[config.mk]
export PLATFORM = sky130hd
export DESIGN_NAME = frame_streamer
export DESIGN_NICKNAME = d
export VERILOG_FILES = /design/src/rtl/frame_streamer_pkg.sv /design/src/rtl/frame_streamer.sv
export SDC_FILE = /design/constraint.sdc
export NUM_CORES = 1
export LEC_CHECK = 0
export BUFFER_PORTS_ARGS = -buffer_cell sky130_fd_sc_hd__buf_2
export CAP_MARGIN = 20
export CORE_ASPECT_RATIO = 1.4
export CORE_UTILIZATION = 46
export CTS_BUF_LIST = sky130_fd_sc_hd__clkbuf_4 sky130_fd_sc_hd__clkbuf_8 sky130_fd_sc_hd__clkbuf_16
export DETAILED_ROUTE_END_ITERATION = 16
export PLACE_DENSITY_LB_ADDON = 0.25
export SETUP_SLACK_MARGIN = 0.5
export SYNTH_ARGS = -nofsm -noshare
export SYNTH_HDL_FRONTEND = slang
export SYNTH_SLANG_ARGS = --single-unit
[constraint.sdc]
create_clock -name clk -period 1.85 [get_ports clk]
set_input_delay 0.0925 -clock clk [delete_from_list [all_inputs] [get_ports clk]]
set_output_delay 0.0925 -clock clk [all_outputs]
set_load 0.03 [all_outputs]
[src/rtl/frame_streamer_pkg.sv]
// Shared optical-flow definitions: streamer FSM encoding and frame-buffer read latency.
package frame_streamer_pkg;

  typedef enum logic [1:0] {
    ST_IDLE  = 2'd0,
    ST_READ  = 2'd1,
    ST_DRAIN = 2'd2
  } fs_state_e;

  // Cycles from mem_rd_en to the registered pixel outputs.
  localparam int unsigned RD_LATENCY = 2;

endpackage

[src/rtl/frame_streamer.sv]
// Streams one frame in raster order from two frame-buffer banks and presents
// the current/previous-frame pixel pair to the gradient stage.
module frame_streamer
  import frame_streamer_pkg::*;
#(
  parameter int WIDTH       = 320,
  parameter int HEIGHT      = 240,
  parameter int PIXEL_WIDTH = 8,
  parameter int ADDR_WIDTH  = $clog2(WIDTH * HEIGHT)
) (
  input  logic                   clk,
  input  logic                   rst_n,
  input  logic                   start,
  input  logic                   swap_banks,
  input  logic                   en,
  output logic                   mem_rd_en,
  output logic [ADDR_WIDTH-1:0]  mem_addr,
  input  logic [PIXEL_WIDTH-1:0] mem_rdata_a,
  input  logic [PIXEL_WIDTH-1:0] mem_rdata_b,
  output logic [PIXEL_WIDTH-1:0] pixel_curr,
  output logic [PIXEL_WIDTH-1:0] pixel_prev,
  output logic                   pixel_valid,
  output logic                   busy,
  output logic                   frame_done,
  output logic                   curr_bank,
  output logic [15:0]            frame_cnt
);

  localparam int unsigned           NPIX       = WIDTH * HEIGHT;
  localparam logic [ADDR_WIDTH-1:0] LAST_ADDR  = ADDR_WIDTH'(NPIX - 1);
  localparam logic [ADDR_WIDTH-1:0] ADDR_ONE   = ADDR_WIDTH'(1);
  localparam logic [1:0]            DRAIN_LAST = 2'(RD_LATENCY - 1);

  fs_state_e              state_q, state_d;
  logic [ADDR_WIDTH-1:0]  addr_q, addr_d;
  logic [1:0]             drain_q, drain_d;
  logic                   bank_q, bank_d;
  logic                   rd_en_s, issue_last_s;
  logic                   rd_q, rd_d;
  logic                   last_q, last_d;
  logic [PIXEL_WIDTH-1:0] curr_q, curr_d, prev_q, prev_d;
  logic                   valid_q, valid_d;
  logic                   done_q, done_d;
  logic                   busy_q, busy_d;
  logic [15:0]            cnt_q, cnt_d;

  // Control FSM: start/swap handling, address issue and drain sequencing.
  always_comb begin
    state_d      = state_q;
    addr_d       = addr_q;
    drain_d      = drain_q;
    bank_d       = bank_q;
    rd_en_s      = 1'b0;
    issue_last_s = 1'b0;
    case (state_q)
      ST_IDLE: begin
        drain_d = 2'd0;
        // Swap is applied before start so a same-cycle start uses the new bank.
        if (swap_banks) begin
          bank_d = ~bank_q;
        end else begin
          bank_d = bank_q;
        end
        if (start) begin
          state_d = ST_READ;
        end else begin
          state_d = ST_IDLE;
        end
      end
      ST_READ: begin
        if (en) begin
          rd_en_s = 1'b1;
          if (addr_q == LAST_ADDR) begin
            issue_last_s = 1'b1;
            addr_d       = {ADDR_WIDTH{1'b0}};
            state_d      = ST_DRAIN;
          end else begin
            addr_d = addr_q + ADDR_ONE;
          end
        end else begin
          addr_d = addr_q;
        end
      end
      ST_DRAIN: begin
        if (drain_q == DRAIN_LAST) begin
          drain_d = 2'd0;
          state_d = ST_IDLE;
        end else begin
          drain_d = drain_q + 2'd1;
        end
      end
      default: begin
        state_d = ST_IDLE;
      end
    endcase
  end

  // Read-data pipeline: data arrives one cycle after the strobe and is registered.
  always_comb begin
    rd_d    = rd_en_s;
    last_d  = issue_last_s;
    valid_d = rd_q;
    curr_d  = rd_q ? (bank_q ? mem_rdata_b : mem_rdata_a) : curr_q;
    prev_d  = rd_q ? (bank_q ? mem_rdata_a : mem_rdata_b) : prev_q;
    done_d  = last_q;
    cnt_d   = last_q ? (cnt_q + 16'd1) : cnt_q;
    busy_d  = (state_d != ST_IDLE);
  end

  // State and pipeline registers; reset aborts any frame in flight.
  always_ff @(posedge clk or negedge rst_n) begin
    if (!rst_n) begin
      state_q <= ST_IDLE;
      addr_q  <= {ADDR_WIDTH{1'b0}};
      drain_q <= 2'd0;
      bank_q  <= 1'b0;
      rd_q    <= 1'b0;
      last_q  <= 1'b0;
      curr_q  <= {PIXEL_WIDTH{1'b0}};
      prev_q  <= {PIXEL_WIDTH{1'b0}};
      valid_q <= 1'b0;
      done_q  <= 1'b0;
      busy_q  <= 1'b0;
      cnt_q   <= 16'd0;
    end else begin
      state_q <= state_d;
      addr_q  <= addr_d;
      drain_q <= drain_d;
      bank_q  <= bank_d;
      rd_q    <= rd_d;
      last_q  <= last_d;
      curr_q  <= curr_d;
      prev_q  <= prev_d;
      valid_q <= valid_d;
      done_q  <= done_d;
      busy_q  <= busy_d;
      cnt_q   <= cnt_d;
    end
  end

  assign mem_rd_en   = rd_en_s;
  assign mem_addr    = addr_q;
  assign pixel_curr  = curr_q;
  assign pixel_prev  = prev_q;
  assign pixel_valid = valid_q;
  assign busy        = busy_q;
  assign frame_done  = done_q;
  assign curr_bank   = bank_q;
  assign frame_cnt   = cnt_q;

endmodule

==> summary by stage, run 1 <==
Outcome
The run finished, with violations left. The final reports fail on negative setup slack.

Cells and area
Summing all multi-input logic gate instances after layout gives between 1000 and 1500 sq um. The filler cells instantiated in the layout total between 400 and 500. The leading cell type in the layout, fill and taps excluded is sky130_fd_sc_hd__buf_2. In the layout the commonest cells are sky130_fd_sc_hd__buf_2 (73), sky130_fd_sc_hd__dfrtp_1 (41), sky130_fd_sc_hd__nor2_1 (26), sky130_fd_sc_hd__buf_4 (22), sky130_fd_sc_hd__a21oi_1 (20). The final cell count without fillers is roughly 420.

The final-stage net count is ~370. The finished cells cover 3636 sq um. The number of diodes is 0. The register area is about 1500 sq um. The fraction of layout cells with a size suffix above 1 is 0.4382. The layout-stage area growth over the synthesis result is 38.78%.

Synthesis
The yosys synthesis warning count is 0. The share of synthesized area occupied by flip-flops and latches is 0.5635. In the synthesized netlist, the number of instances is between 200 and 250. The number of library cell types mapped by synthesis is 35. After synthesis the cells add up to between 2000 and 3000 sq um. The post-synth net total is 267.

A synthesized cell averages about 11 sq um. The synthesized design contains just under 60 register bits.

Clock network
The insertion delay to the later sink of the worst-skew pair is ~0.34 ns. The clock transition time at the flip-flop clock pins of the worst setup and hold paths is around 0.070 ns. The number of clock buffers added by TritonCTS is 9. The tree is rooted in a sky130_fd_sc_hd__clkbuf_8.

The clock sink total is between 50 and 60. In this run the deepest clock path goes through 2 buffers. The CTS tree is built. The level count of the clock H-tree is 3.

Placed design
The placed instances occupy a cell area of roughly 3200 sq um. Port buffering added 74 buffers. The post-DP HPWL is between 3000 and 4000 um. The congestion estimate from routability-driven global placement came to about 0.8. Once placement completed, the tool counted placed cells totaling between 300 and 400.

Global routing
The via count of the first global-routing pass is 1995. The met3 layer usage reported by global route is 0.05528. The wire length of the first global-routing pass is approximately 9000 um. For this run, the total global-route usage over all layers was measured as 0.1967. The maximum number of pins on one net before global-route repair is 60. The initial antenna violation count came to 0. For this run, global-route usage on met1 was measured as 0.2496. The overflow left after global routing is 0. The peak-usage layer in the global routing report is met2. For met2 alone, demand over resource in global routing was 0.3070.

Critical path
The reg-to-reg endpoint is mem_addr[7]$_DFFE_PN0P_. The startpoint of the worst-slack reg-to-reg timing path is mem_addr[14]$_DFFE_PN0P_. Data on the critical path arrives at its endpoint at approximately 2.1 ns. The worst setup path is captured at a flop.

For the worst setup path, the data required time is 2.06 ns. The peak fanout along the critical path is 8. For the worst flop-to-flop path, the logic depth is 5. By startpoint and endpoint, the worst setup path is classified as flop to flop.

The setup slack on the worst flop-to-flop path is -0.07 ns. The type of element launching the critical path is a flop. In this run the worst setup path begins at mem_addr[14]$_DFFE_PN0P_.

Die
The core region is 5485 sq um. The x dimension of the die is around 66 um. The die area is ~6000 sq um. The effective utilization at floorplan is 0.4776. The number of top-level pins is between 70 and 80. The die boundary height is slightly above 90 um. The number of standard-cell rows in the floorplan is 32.

Routing
The total DRC errors in the routed layout is 0. The post-detailed-route via-to-cell ratio is 5.179. The detail-routed net length per standard cell is roughly 13 um.

For this block, the routed nets add up to approximately 5700 um of wire. The first-pass iteration count of the detailed router is 4. The detailed-route via count is approximately 2.2k. The number of nets still failing antenna checks after routing is 0. The first routing iteration left just over 100 violations.

Power and ir drop
The maximum VDD drop is roughly 660 uV. Total power for the finished layout comes to ~3.9 mW. The reported leakage power is 1.780 nW. The total power divided by cell area is between 1000 and 1500 nW/um^2.

Timing
The minimum clock period is between 1.5 and 2 ns. Headroom to the max-slew limit came out at 0.7343. The number of hold violations in the final report is 0. Setup violations remaining at the end of the flow were counted as 8. The transition time at the pin with the least slew margin is just under 0.4 ns. The max-slew violation total from the final report is 0. Derived from the worst setup path, the maximum achievable clock frequency is about 520 MHz.

The final critical-path share of the clock period is 1.037. The maximum clock skew at final layout is 0.01223 ns. The setup slack of the critical path after layout is -0.06883 ns. Setup repair after global routing could not meet its margin everywhere.

Hold path
For hold timing, the worst endpoint is curr_bank$_DFFE_PN0P_. The worst hold path begins at swap_banks. The tightest min-delay check is of the input port to flop type.

The worst hold path was traced through 3 stages.

Flow run
The tool flagged a number of max-cap violations equal to 0.
-- logic make-up after synthesis --
family                     synth area share
muxes                               0.06542
DFF                                  0.5635
buffers and inverters               0.02149
and+or+nand+nor                      0.1796
xor gates and xnor gates            0.09026
AOI/OAI and AO/OA                   0.07020
adders and majority gates          0.009550
-- metrics by stage --
step                      hold WS, ns  setup WS [ns]  TNS [ns]    util
after floorplan               -0.2031        -0.1463   -0.7829       -
after global placement         0.1191       -0.05693   -0.1702  0.5839
after detailed placement       0.1210       -0.07419   -0.3495  0.5839
after CTS                    0.008569       -0.06970   -0.2412  0.6430
after global routing          0.03043        -0.1175   -0.7263  0.6629
final                         0.02824       -0.06883   -0.2523  0.6629
-- worst max path at each step --
| stage | endpoint | slack [ns] |
|---|---|---|
| 5_1_grt | mem_addr[7]$_DFFE_PN0P_ | -0.12 |
| 3_3_place_gp | mem_addr[7]$_DFFE_PN0P_ | -0.06 |
| 6_report | mem_addr[7]$_DFFE_PN0P_ | -0.07 |
| 2_1_floorplan | mem_addr[7]$_DFFE_PN0P_ | -0.15 |
| 4_1_cts | mem_addr[7]$_DFFE_PN0P_ | -0.07 |
| 3_5_place_dp | busy$_DFF_PN0_ | -0.07 |
-- Yosys cell counts --
cell type	n	area (sq um)
sky130_fd_sc_hd__or4b_1	1	10.01
sky130_fd_sc_hd__a31o_2	1	8.760
sky130_fd_sc_hd__nand3_1	10	50.05
sky130_fd_sc_hd__o21ai_0	6	30.03
sky130_fd_sc_hd__mux2_2	1	11.26
sky130_fd_sc_hd__and3_1	3	18.77
sky130_fd_sc_hd__clkinv_1	1	3.750
sky130_fd_sc_hd__a21oi_1	20	100.1
sky130_fd_sc_hd__xnor2_1	18	157.7
sky130_fd_sc_hd__or4_4	1	11.26
sky130_fd_sc_hd__inv_6	1	8.760
sky130_fd_sc_hd__and4_2	1	10.01
sky130_fd_sc_hd__o221ai_2	1	15.01
sky130_fd_sc_hd__or2_4	1	8.760
sky130_fd_sc_hd__and4_1	1	8.760
sky130_fd_sc_hd__inv_1	4	15.01
sky130_fd_sc_hd__ha_1	2	25.02
sky130_fd_sc_hd__nor4_1	2	12.51
sky130_fd_sc_hd__nand4_1	15	93.84
sky130_fd_sc_hd__nand2_1	19	71.32
sky130_fd_sc_hd__nor2_1	31	116.4
sky130_fd_sc_hd__xor2_1	9	78.83
sky130_fd_sc_hd__nand2b_1	1	6.260
sky130_fd_sc_hd__o211ai_1	1	7.510
sky130_fd_sc_hd__nand3b_1	1	7.510
sky130_fd_sc_hd__dfrtp_1	59	1476
sky130_fd_sc_hd__or3_1	1	6.260
sky130_fd_sc_hd__buf_2	2	10.01
sky130_fd_sc_hd__nand4b_1	1	8.760
sky130_fd_sc_hd__nor3_1	4	20.02
sky130_fd_sc_hd__a21o_1	2	15.01
sky130_fd_sc_hd__o21bai_1	1	7.510
sky130_fd_sc_hd__and4b_1	1	10.01
sky130_fd_sc_hd__clkbuf_1	5	18.77
sky130_fd_sc_hd__mux2i_1	16	160.2
-- flip-flops by register name, indices dropped and copies added, names as in the netlist, 2 cells and up --
name        cells
pixel_curr      8
state_q         2
frame_cnt      16
mem_addr       17
drain_q         2
pixel_prev      8
-- critical path, cell delays in order (launching register included) --
cell and delay [ns]:
sky130_fd_sc_hd__dfrtp_2 0.41, sky130_fd_sc_hd__or4b_1 0.51, sky130_fd_sc_hd__or4_4 0.44, sky130_fd_sc_hd__or2_4 0.28, sky130_fd_sc_hd__inv_8 0.09, sky130_fd_sc_hd__o221ai_2 0.08
-- where the power goes --
group	total, mW	leakage [nW]	internal (mW)	switching [mW]
Clock	1.29	0.114	0.767	0.528
Combinational	0.948	0.956	0.367	0.581
Sequential	1.69	0.710	1.47	0.223
-- metal layers --
layer	wire [um]	vias up
li1	-	1072
met4	102	0
met5	0	-
met1	2481	1037
met3	293	10
met2	2786	77
-- cell type report --
type                            count  area share
Tap cell                           68     0.02340
Clock inverter                      7     0.02753
Sequential cell                    59      0.4129
Inverter                            6    0.009635
Clock buffer                        9     0.03407
Multi-Input combinational cell    172      0.3197
Timing Repair Buffer              103      0.1727
-- what timing repair did --
action / 4_1_cts / 5_1_grt
endpoints found under the hold margin: 59 / 0
setup endpoints to repair: 26 / 22
resized for setup: 16 / 8
hold buffers: 1 / 0
pin swaps: 8 / 4
setup buffers: 6 / 11
Power figures use the tool's default switching activity.
==> run 2, diff against run 1 <==
--- a/config.mk
+++ b/config.mk
@@ -8,7 +8,7 @@
 export BUFFER_PORTS_ARGS = -buffer_cell sky130_fd_sc_hd__buf_2
 export CAP_MARGIN = 20
 export CORE_ASPECT_RATIO = 1.4
-export CORE_UTILIZATION = 46
+export CORE_UTILIZATION = 51
 export CTS_BUF_LIST = sky130_fd_sc_hd__clkbuf_4 sky130_fd_sc_hd__clkbuf_8 sky130_fd_sc_hd__clkbuf_16
 export DETAILED_ROUTE_END_ITERATION = 16
 export PLACE_DENSITY_LB_ADDON = 0.25
==> constraint.sdc (replaced) <==
create_clock -name clk -period 2 [get_ports clk]
set_input_delay 0.1 -clock clk [delete_from_list [all_inputs] [get_ports clk]]
set_output_delay 0.1 -clock clk [all_outputs]
set_load 0.03 [all_outputs]
==> run 2 against run 1 <==
Compared with the run above:
- the flow now finishes without violations
- first-iteration DRC count shrank 20%
- worst hold slack lost 0.0080 ns
- global-route usage grew 3.4 points
- via count shrank 1.5%
- sequential power shrank 10%
- clock power shrank 14%
- critical path depth is the same
- clock-buffer cell count grew 5
- final area shrank 3.9%
- clock skew shrank 0.0071 ns
- sequential share of layout area grew 1.3 points
- critical path type unchanged
- largest cell class unchanged
==> summary by stage, run 2 (synthesis gave the netlist of run 1 again) <==
Outcome
The flow ran to the end, and the final reports show no timing, DRC or antenna violations.

Timing
Dividing the final minimum period by the clock period gives 0.9567. The setup-violating endpoint count in the final report is 0. Timing would allow up to 522.7 MHz. The max-slew violation total from the final report is 0.

The number of hold violations in the final report is 0. In this run the tightest slew margin relative to its limit is 0.7163. The transition time at the pin with the least slew margin is roughly 0.43 ns. Subtracting the final worst setup slack from the clock period gives about 1.9 ns.

The maximum clock skew at final layout is 0.005114 ns. Setup repair after global routing could not meet its margin everywhere. The setup TNS is 0 ns.

Die
The x dimension of the die is around 63 um. The floorplan step set the die height to between 80 and 90 um. The area of the core is a little under 5000 sq um.

The number of standard-cell rows in the floorplan is 30. The effective utilization at floorplan is 0.5369. The floorplan step defined a die boundary enclosing about 5400 sq um. The number of top-level pins is 75.

Critical path
Walking the worst path, the cells encountered are or4b_1 > or4_4 > or2_4 > inv_8 > o221ai_2. The delay of the slowest cell on the worst path is around 0.5 ns. The reg-to-reg endpoint is mem_addr[7]$_DFFE_PN0P_. The worst setup path is launched from a flop. The worst setup path is of the flop to flop kind.

The kind of cell adding the most delay to the critical path is simple AND/OR/NAND/NOR gates. The startpoint identified for the worst register-to-register timing path is mem_addr[14]$_DFFE_PN0P_. The peak fanout along the critical path is 8. The arrival time of data at the critical path endpoint is around 2.1 ns.

In this run the worst setup path begins at mem_addr[14]$_DFFE_PN0P_. The setup check on the worst reg-to-reg path leaves a slack of ~0.087 ns. The cell at the slowest stage of the critical path is sky130_fd_sc_hd__or4b_1. STA puts the critical path data required time at ~2.2 ns. The number of buffers and inverters on the critical path is 1. STA classifies the critical path endpoint as a flop. The worst register-to-register path has a depth of 5.

Hold path
The worst min-delay path class is input port to flop. For hold timing, the worst endpoint is curr_bank$_DFFE_PN0P_. The number of stages on the worst hold path is 3. The worst hold path begins at swap_banks.

Global routing
The via count of the first global-routing pass is 2083. The overall global routing resource usage is 0.2310. The first global-routing pass estimated between 9000 and 10000 um of wire. The initial antenna violation count is 0. Entering global routing, the biggest net connects 52 pins.

Summed over all layers, the global routing overflow is 0.

Routing
The total DRC errors in the routed layout is 0. The aggregate routed wire length is 5645 um. The detailed-route via count is ~2.2k. The first detailed-routing pass ran for 4 iterations. In the final routed layout, each cell accounts on average for about 14 um.

Using the TritonRoute via totals, the vias-per-cell ratio works out to between 5 and 6. After the first detailed-routing iteration, the DRC count stood at 82. The number of nets still failing antenna checks after routing is 0.

Cells and area
The library cell used most frequently in the layout, excluding fill and tap cells, is sky130_fd_sc_hd__buf_2. In the final layout, the share of cells above drive strength 1 is 0.3971. The library cells used most frequently in the layout, excluding fill and tap cells, are sky130_fd_sc_hd__buf_2 (74), sky130_fd_sc_hd__dfrtp_1 (48), sky130_fd_sc_hd__nor2_1 (27), sky130_fd_sc_hd__nand2_1 (19). The final-stage net count is approximately 360. Once layout is done, the placed cells without fillers occupy approximately 3500 sq um. The register with the most flip-flops in the layout has 17 of them. The number of fillers in the final layout is approximately 380.

The number of diodes is 0. From synthesis to final layout, the design area changed by 33.38%. Once layout is complete, the utilization of the core stands at 0.7162.

Power and ir drop
The share of total power dissipated in the clock network is 0.313. The share of total power dissipated in combinational logic is 0.260. Of the total power, the share spent switching nets is 0.3294. The internal portion of the total power is 2.390 mW. The sequential share of power is 0.427.

Summed over all nets, the switching power comes to 1.174 mW. Across the VDD grid, the largest voltage drop is 758.6 uV. For this design the ratio of total power to cell area is about 1000 nW/um^2. Summed over all cells, the static leakage comes to between 1.5 and 2 nW.

Clock network
The CTS tree is built. In this run the clock root is driven by a sky130_fd_sc_hd__clkbuf_8. The number of buffers created by CTS is 9. The clock sink total is just under 60. The insertion delay to the later sink of the worst-skew pair is 0.33 ns. The maximum count of clock buffers along a single path is 2. Clock-pin slew was measured on the worst setup and hold paths at approximately 0.060 ns. The clock tree synthesis step divided the H-tree into 3 levels.

Placed design
The post-DP HPWL is 3873 um. The placer congestion estimate is 0.8178. The instance area after placement is 3163 sq um.

The count of buffers added on input and output ports is 74.

Flow run
The number of violations of the max-capacitance limit is 0.
-- run 2: power by group through the flow --
stage / clock, mW / sequential, mW / combinational [mW]
floorplan: 0 / 1.79 / 0.338
global placement: 0 / 1.54 / 0.867
detailed placement: 0 / 1.55 / 0.880
CTS: 1.13 / 1.52 / 0.924
global route: 1.19 / 1.54 / 1.00
finish: 1.11 / 1.52 / 0.928
-- run 2: per-layer routing --
metal	track usage	up-vias	part of all wire
li1	-	1048	-
met1	0.2837	1044	0.43
met2	0.3804	63	0.51
met3	0.05263	9	0.051
met4	0.1205	0	0.015
met5	0	-	0
-- run 2: repair_timing --
action	4_1_cts	5_1_grt
cloned	0	0
endpoints found under the setup margin	18	24
hold buffers	1	0
setup buffers	6	2
resized for setup	9	9
hold endpoints to repair	59	0
pin swaps	3	2
-- run 2: worst max-delay path by stage --
stage                                          to  depth (start not counted)
after floorplan           mem_addr[7]$_DFFE_PN0P_                          5
after global placement    mem_addr[7]$_DFFE_PN0P_                          5
after detailed placement  mem_addr[7]$_DFFE_PN0P_                          5
after CTS                 mem_addr[7]$_DFFE_PN0P_                          5
after global routing               busy$_DFF_PN0_                          5
final                     mem_addr[7]$_DFFE_PN0P_                          5
-- run 2: final cells by class --
cell class / count / area, sq um / area share
Multi-Input combinational cell: 172 / 1151 / 0.3294
Inverter: 6 / 31.28 / 0.008951
Clock inverter: 2 / 35.03 / 0.01003
Clock buffer: 14 / 173.9 / 0.04977
Timing Repair Buffer: 92 / 533.0 / 0.1525
Tap cell: 64 / 80.08 / 0.02291
Sequential cell: 59 / 1490 / 0.4264
-- run 2: worst min-delay path: cells and delay by family --
family,cells,cell delay (ns)
xor+xnor,1,0.05
simple gates,1,0.06
buf+inv,1,0.09
-- run 2: metrics by stage --
stage | worst slack [ns] | std cells | hold slack [ns] | total power [mW]
floorplan | 0.003718 | 244 | -0.1956 | 2.126
global placement | 0.06741 | 384 | -0.03000 | 2.403
detailed placement | 0.04773 | 384 | -0.03060 | 2.427
CTS | 0.08437 | 407 | 0.01174 | 3.572
global route | 0.03792 | 409 | 0.03321 | 3.732
finish | 0.08669 | 409 | 0.02027 | 3.563
